$ cat config.mk
export PLATFORM = sky130hd
export DESIGN_NAME = count_seq_monitor
export DESIGN_NICKNAME = d
export VERILOG_FILES = /design/src/rtl/count_mon_pkg.sv /design/src/rtl/sat_counter.sv /design/src/rtl/count_seq_monitor.sv
export SDC_FILE = /design/constraint.sdc
export NUM_CORES = 1
export LEC_CHECK = 0
export ABC_CLOCK_PERIOD_IN_PS = 5850
export CAP_MARGIN = 0
export CORE_AREA = 2 2 58 60
export CTS_BUF_LIST = sky130_fd_sc_hd__clkbuf_2
export CTS_CLUSTER_DIAMETER = 40
export DETAILED_ROUTE_END_ITERATION = 8
export DIE_AREA = 0 0 60 62
export GPL_ROUTABILITY_DRIVEN = 0
export PLACE_DENSITY = 0.86
export SLEW_MARGIN = 10
export SYNTH_ARGS = -nofsm -noshare
export SYNTH_HDL_FRONTEND = slang
export SYNTH_HIERARCHICAL = 1
export SYNTH_SLANG_ARGS = --single-unit
$ cat constraint.sdc
create_clock -name clk -period 5.85 [get_ports clk]
set_clock_uncertainty 0.1 [all_clocks]
set_input_delay 1.755 -clock clk [delete_from_list [all_inputs] [get_ports clk]]
set_output_delay 1.755 -clock clk [all_outputs]
set_load 0.03 [all_outputs]
$ cat src/rtl/count_mon_pkg.sv
// count_mon_pkg: shared definitions for the count sequence monitor.
//   mon_state_t   - monitor state encoding (IDLE, SYNC, LOCKED, FAULT)
//   DEF_WIDTH     - default width of the monitored count
//   DEF_LOCK_CNT  - default number of good increments needed to lock
//   DEF_ERRW      - default width of the saturating error/wrap counters
package count_mon_pkg;

  typedef enum logic [1:0] {
    IDLE   = 2'd0,
    SYNC   = 2'd1,
    LOCKED = 2'd2,
    FAULT  = 2'd3
  } mon_state_t;

  localparam int DEF_WIDTH    = 4;
  localparam int DEF_LOCK_CNT = 2;
  localparam int DEF_ERRW     = 8;

endpackage

$ cat src/rtl/sat_counter.sv
// sat_counter: saturating up-counter.
// Ports:
//   clk    - system clock, rising edge
//   reset  - synchronous active-low reset, clears value
//   clr    - synchronous clear, lower priority than reset
//   inc    - increment request; ignored once value is all-ones
//   value  - current count (ERRW bits)
module sat_counter #(
  parameter int ERRW = 8
) (
  input  logic            clk,
  input  logic            reset,
  input  logic            clr,
  input  logic            inc,
  output logic [ERRW-1:0] value
);

  logic [ERRW-1:0] value_reg;

  always_ff @(posedge clk) begin
    if (!reset) begin
      value_reg <= '0;
    end else if (clr) begin
      value_reg <= '0;
    end else if (inc && (value_reg != '1)) begin
      value_reg <= value_reg + ERRW'(1);
    end
  end

  assign value = value_reg;

endmodule

$ cat src/rtl/count_seq_monitor.sv
// count_seq_monitor: checks that a sampled count follows a modulo-2^WIDTH
// increment-by-one sequence. Locks onto the running count, then flags
// skips/stalls as errors, restarts at 0 as restarts, and all-ones->0 as wraps.
// Ports:
//   clk           - system clock, rising edge
//   reset         - synchronous active-low reset
//   en            - sample strobe; q_in is evaluated only when en=1
//   q_in          - count value under observation (WIDTH bits)
//   clr           - synchronous clear of counters and state (below reset)
//   locked        - high while LOCKED
//   err_pulse     - one-cycle pulse per detected sequence error
//   restart_pulse - one-cycle pulse when the count restarts at 0 while LOCKED
//   wrap_pulse    - one-cycle pulse on a LOCKED all-ones -> 0 transition
//   expected      - value predicted for the next sample
//   err_count     - saturating error counter (ERRW bits)
//   wrap_count    - saturating wrap counter (ERRW bits)
//   fault         - high while in FAULT (only with the sticky build)
// Build option: define COUNT_SEQ_MONITOR_STICKY_FAULT_EN to make FAULT sticky
// until clr or reset and to add the fault output.
module count_seq_monitor
  import count_mon_pkg::*;
#(
  parameter int WIDTH    = DEF_WIDTH,
  parameter int LOCK_CNT = DEF_LOCK_CNT,
  parameter int ERRW     = DEF_ERRW
) (
  input  logic             clk,
  input  logic             reset,
  input  logic             en,
  input  logic [WIDTH-1:0] q_in,
  input  logic             clr,
  output logic             locked,
  output logic             err_pulse,
  output logic             restart_pulse,
  output logic             wrap_pulse,
  output logic [WIDTH-1:0] expected,
  output logic [ERRW-1:0]  err_count,
  output logic [ERRW-1:0]  wrap_count
`ifdef COUNT_SEQ_MONITOR_STICKY_FAULT_EN
  ,
  output logic             fault
`endif
);

  localparam logic [3:0] LOCK_TGT = 4'(LOCK_CNT);

  mon_state_t       state_reg, state_next;
  logic [WIDTH-1:0] expected_reg, expected_next;
  logic [3:0]       good_reg, good_next;
  logic             err_pulse_reg, err_pulse_next;
  logic             restart_pulse_reg, restart_pulse_next;
  logic             wrap_pulse_reg, wrap_pulse_next;

  always_ff @(posedge clk) begin
    if (!reset) begin
      state_reg         <= IDLE;
      expected_reg      <= '0;
      good_reg          <= '0;
      err_pulse_reg     <= 1'b0;
      restart_pulse_reg <= 1'b0;
      wrap_pulse_reg    <= 1'b0;
    end else begin
      state_reg         <= state_next;
      expected_reg      <= expected_next;
      good_reg          <= good_next;
      err_pulse_reg     <= err_pulse_next;
      restart_pulse_reg <= restart_pulse_next;
      wrap_pulse_reg    <= wrap_pulse_next;
    end
  end

  always_comb begin
    state_next         = state_reg;
    expected_next      = expected_reg;
    good_next          = good_reg;
    err_pulse_next     = 1'b0;
    restart_pulse_next = 1'b0;
    wrap_pulse_next    = 1'b0;

    if (clr) begin
      // clr wins over a sample arriving in the same cycle
      state_next = IDLE;
      good_next  = '0;
    end else if (en) begin
      case (state_reg)
        IDLE: begin
          expected_next = q_in + WIDTH'(1);
          good_next     = '0;
          state_next    = SYNC;
        end
        SYNC: begin
          if (q_in == expected_reg) begin
            expected_next = expected_reg + WIDTH'(1);
            good_next     = good_reg + 4'd1;
            if ((good_reg + 4'd1) == LOCK_TGT) begin
              state_next = LOCKED;
            end
          end else begin
            // no error reporting while still hunting for the sequence
            expected_next = q_in + WIDTH'(1);
            good_next     = '0;
          end
        end
        LOCKED: begin
          if (q_in == expected_reg) begin
            expected_next = expected_reg + WIDTH'(1);
            // a correct 0 sample can only follow all-ones
            if (q_in == '0) begin
              wrap_pulse_next = 1'b1;
            end
          end else if (q_in == '0) begin
            // counter was reset underneath us: follow it, not an error
            restart_pulse_next = 1'b1;
            expected_next      = WIDTH'(1);
          end else begin
            err_pulse_next = 1'b1;
            state_next     = FAULT;
          end
        end
        FAULT: begin
`ifdef COUNT_SEQ_MONITOR_STICKY_FAULT_EN
          // parked until clr or reset
          state_next = FAULT;
`else
          expected_next = q_in + WIDTH'(1);
          good_next     = '0;
          state_next    = SYNC;
`endif
        end
      endcase
    end
  end

  // index 0 counts errors, index 1 counts wraps
  logic [1:0]      inc_vec;
  logic [ERRW-1:0] cnt_vec [2];

  // incrementing from the next-state pulses keeps each counter in step
  // with its registered pulse
  assign inc_vec = {wrap_pulse_next, err_pulse_next};

  genvar gi;
  generate
    for (gi = 0; gi < 2; gi++) begin : g_cnt
      sat_counter #(
        .ERRW(ERRW)
      ) u_sat_counter (
        .clk  (clk),
        .reset(reset),
        .clr  (clr),
        .inc  (inc_vec[gi]),
        .value(cnt_vec[gi])
      );
    end
  endgenerate

  assign locked        = (state_reg == LOCKED);
  assign err_pulse     = err_pulse_reg;
  assign restart_pulse = restart_pulse_reg;
  assign wrap_pulse    = wrap_pulse_reg;
  assign expected      = expected_reg;
  assign err_count     = cnt_vec[0];
  assign wrap_count    = cnt_vec[1];
`ifdef COUNT_SEQ_MONITOR_STICKY_FAULT_EN
  assign fault         = (state_reg == FAULT);
`endif

endmodule

==> results.sh <==
export IMPL_run_status="finished, final reports clean"
export IMPL_max_slew_margin_rel=0.589
export IMPL_nets=251
export IMPL_post_synth_top_count_cell="dfxtp_1"
export IMPL_hpwl_mm=2.55
export IMPL_grt_max_degree=13
export IMPL_hold_buffers=0
export IMPL_viasPerCell=5.62
export IMPL_grt_first_pass_wirelength_mm=5.92
export IMPL_cts_tree="done"
export IMPL_wl_mm=3.50
export IMPL_combinationalPowerShare=0.128
export IMPL_antenna_left=0
export IMPL_p_leak_nw=0.771
export IMPL_wire_per_inst_um=12.5
export IMPL_hp_class="flip-flop to flip-flop"
export IMPL_die_h_um=62
export IMPL_grt_pass1_vias=1381
export IMPL_grt_overflow=0
export IMPL_arrival_ns=4.00
export IMPL_rows=21
export IMPL_coreArea_um2=3180
export IMPL_ios=32
export IMPL_syn_area_per_cell_um2=8.69
export IMPL_critPathMaxFanout=6
export IMPL_r2r_setup_slack_ns=3.53
export IMPL_fin_area_um2=2100
export IMPL_initial_core_util=0.539
export IMPL_drt_iter0_drc=50
export IMPL_numClockSinks=29
export IMPL_netlist_area_um2=1710
export IMPL_max_slew_worst_pin_slew_ns=0.612
export IMPL_die_w_um=60
export IMPL_clk_pin_slew_worst_paths_ns=0.14
export IMPL_async_flop_share=0
export IMPL_hold_viol_final=0
export IMPL_r2r_start="expected[0]"
export IMPL_synthFlopType="dfxtp_1"
export IMPL_setup_slack_ns=2.04
export IMPL_fin_crit_sh=0.651
export IMPL_path_class="input port to flip-flop"
export IMPL_io_buffers=31
export IMPL_rsz0062_at_grt="false"
export IMPL_finalCoreUtilization=0.660
export IMPL_ys_top_cells_by_area="dfxtp_1 (34%), ha_1 (7.3%), a21oi_1 (5.3%)"
export IMPL_die_area_um2=3720
export IMPL_cp_cell_sequence="clkdlybuf4s50_1 -> xnor2_1 -> nand4_1 -> nor3_1 -> nand4_1 -> a211oi_2 -> mux2i_1"
export IMPL_cts_buffers=5
export IMPL_synth_edf_count=0
export IMPL_internal_power_mw=0.247
export IMPL_power_per_cell_area_nw_per_um2=162
export IMPL_path_common_cell="nand4_1"
export IMPL_synth_seq_area_share=0.339
export IMPL_hp_start="g_cnt[0].u_sat_counter/value[1]"
export IMPL_cts_resized=0
export IMPL_crit_slowest_cell="nor3_1"
export IMPL_synthToLayoutAreaGrowth_pct=22.6
export IMPL_cts_root_buf="clkbuf_2"
export IMPL_start_kind="input port"
export IMPL_irDropWorstVdd_uv=118
export IMPL_antenna_found_initial=0
export IMPL_clock_path_buffers=2
export IMPL_placed_cell_area_um2=2070
export IMPL_drive_gt1_frac=0.0730
export IMPL_required_ns=6.04
export IMPL_num_antenna_cells=0
export IMPL_synth_common_cells="dfxtp_1 (29), a21oi_1 (18), nand2_1 (17)"
export IMPL_yosys_area_top_type="dfxtp_1"
export IMPL_setup_violations=0
export IMPL_synth_top_cell_area_share=0.339
export IMPL_routed_via_count=1567
export IMPL_first_pass_iters=4
export IMPL_nFillCells=266
export IMPL_max_cap_violations=0
export IMPL_power_frac_clock=0.273
export IMPL_largest_register_ffs=16
export IMPL_cpPeakStageDelay_ns=0.60
export IMPL_fin_crit_ns=3.81
export IMPL_syn_nets=215
export IMPL_post_route_drc_count=0
export IMPL_switchingPower_mw=0.0926
export IMPL_swShare=0.273
export IMPL_fmax_mhz=263
export IMPL_cp_end_kind="flip-flop"
export IMPL_ys_types=39
export IMPL_grt_usage=0.213
export IMPL_slew_violations=0
export IMPL_post_cts_buffers=0
export IMPL_htreeDepth=2
export IMPL_sequentialPowerShare=0.600
export IMPL_clk_insertion_delay_late_ns=0.35
export IMPL_ys_warn_count=6
export IMPL_tns_ns=0
export IMPL_synth_cells=197
export IMPL_synth_ff_latch_count=29
export IMPL_place_ws_ns=1.75
export IMPL_worstSetupStartpoint="q_in[0]"
==> area by class of cell <==
class / instances / area (um2) / share of cell area
Clock buffer: 6 / 30.0 / 0.0143
Clock inverter: 1 / 3.75 / 0.00179
Inverter: 8 / 30.0 / 0.0143
Multi-Input combinational cell: 158 / 1090 / 0.518
Sequential cell: 29 / 581 / 0.277
Tap cell: 46 / 57.6 / 0.0274
Timing Repair Buffer: 31 / 310 / 0.148
==> per-stage QoR <==
stage / hold slack (ns) / instances / total power, mW
2_1_floorplan: 0.371 / 197 / 0.235
3_3_place_gp: 0.387 / 272 / 0.250
3_5_place_dp: 0.402 / 272 / 0.251
4_1_cts: 0.425 / 279 / 0.343
5_1_grt: 0.454 / 279 / 0.358
6_report: 0.425 / 279 / 0.340
==> placed cells by master (no fill, tap or decap), drive strengths merged, types with 3 or more instances in the layout <==
cell type / n
a21oi: 18
a311oi: 3
a31oi: 4
and4: 11
clkbuf: 6
clkdlybuf4s50: 31
dfxtp: 29
ha: 10
inv: 8
mux2i: 6
nand2: 17
nand2b: 9
nand3: 7
nand4: 3
nor2: 14
nor2b: 9
nor3: 7
o21ai: 10
xnor2: 5
==> power groups by stage <==
stage | clock network, mW | logic, mW | registers (mW)
after floorplan | 0 | 0.0237 | 0.211
after global placement | 0 | 0.0424 | 0.208
after detailed placement | 0 | 0.0430 | 0.208
after CTS | 0.0959 | 0.0432 | 0.204
after global routing | 0.106 | 0.0480 | 0.204
final | 0.0926 | 0.0433 | 0.204
==> metal layers <==
| metal | vias to the layer above | share of wire | global-route usage |
|---|---|---|---|
| met2 | 45 | 0.47 | 0.348 |
| li1 | 796 | - | - |
| met1 | 722 | 0.47 | 0.259 |
| met4 | 0 | 0.011 | 0.0889 |
| met3 | 4 | 0.047 | 0.0704 |
| met5 | - | 0 | 0 |
==> kinds of logic (layout without fill, tap and decap cells) <==
family	after synthesis	in the layout	synth area share
flops	29	29	0.339
fa+ha+maj	10	10	0.0730
xor+xnor	7	7	0.0358
compound gates	46	46	0.184
buf+inv	10	46	0.0263
mux	8	8	0.0482
simple gates	87	87	0.294
==> worst max-delay path: cells and delay by family <==
| family | cells | cell delay, ns |
|---|---|---|
| mux | 1 | 0.20 |
| compound gates | 1 | 0.25 |
| simple gates | 3 | 1.08 |
| xor+xnor | 1 | 0.16 |
| buf+inv | 1 | 0.56 |
==> worst paths after layout <==
path                                                   endpoint  depth (start not counted)
worst max-delay path            g_cnt[1].u_sat_counter/value[5]                          7
worst min-delay path            g_cnt[0].u_sat_counter/value[1]                          2
worst max register to register  g_cnt[1].u_sat_counter/value[5]                          6
worst min register to register  g_cnt[0].u_sat_counter/value[1]                          2
Note: power is estimated with default switching activity, not from simulation.
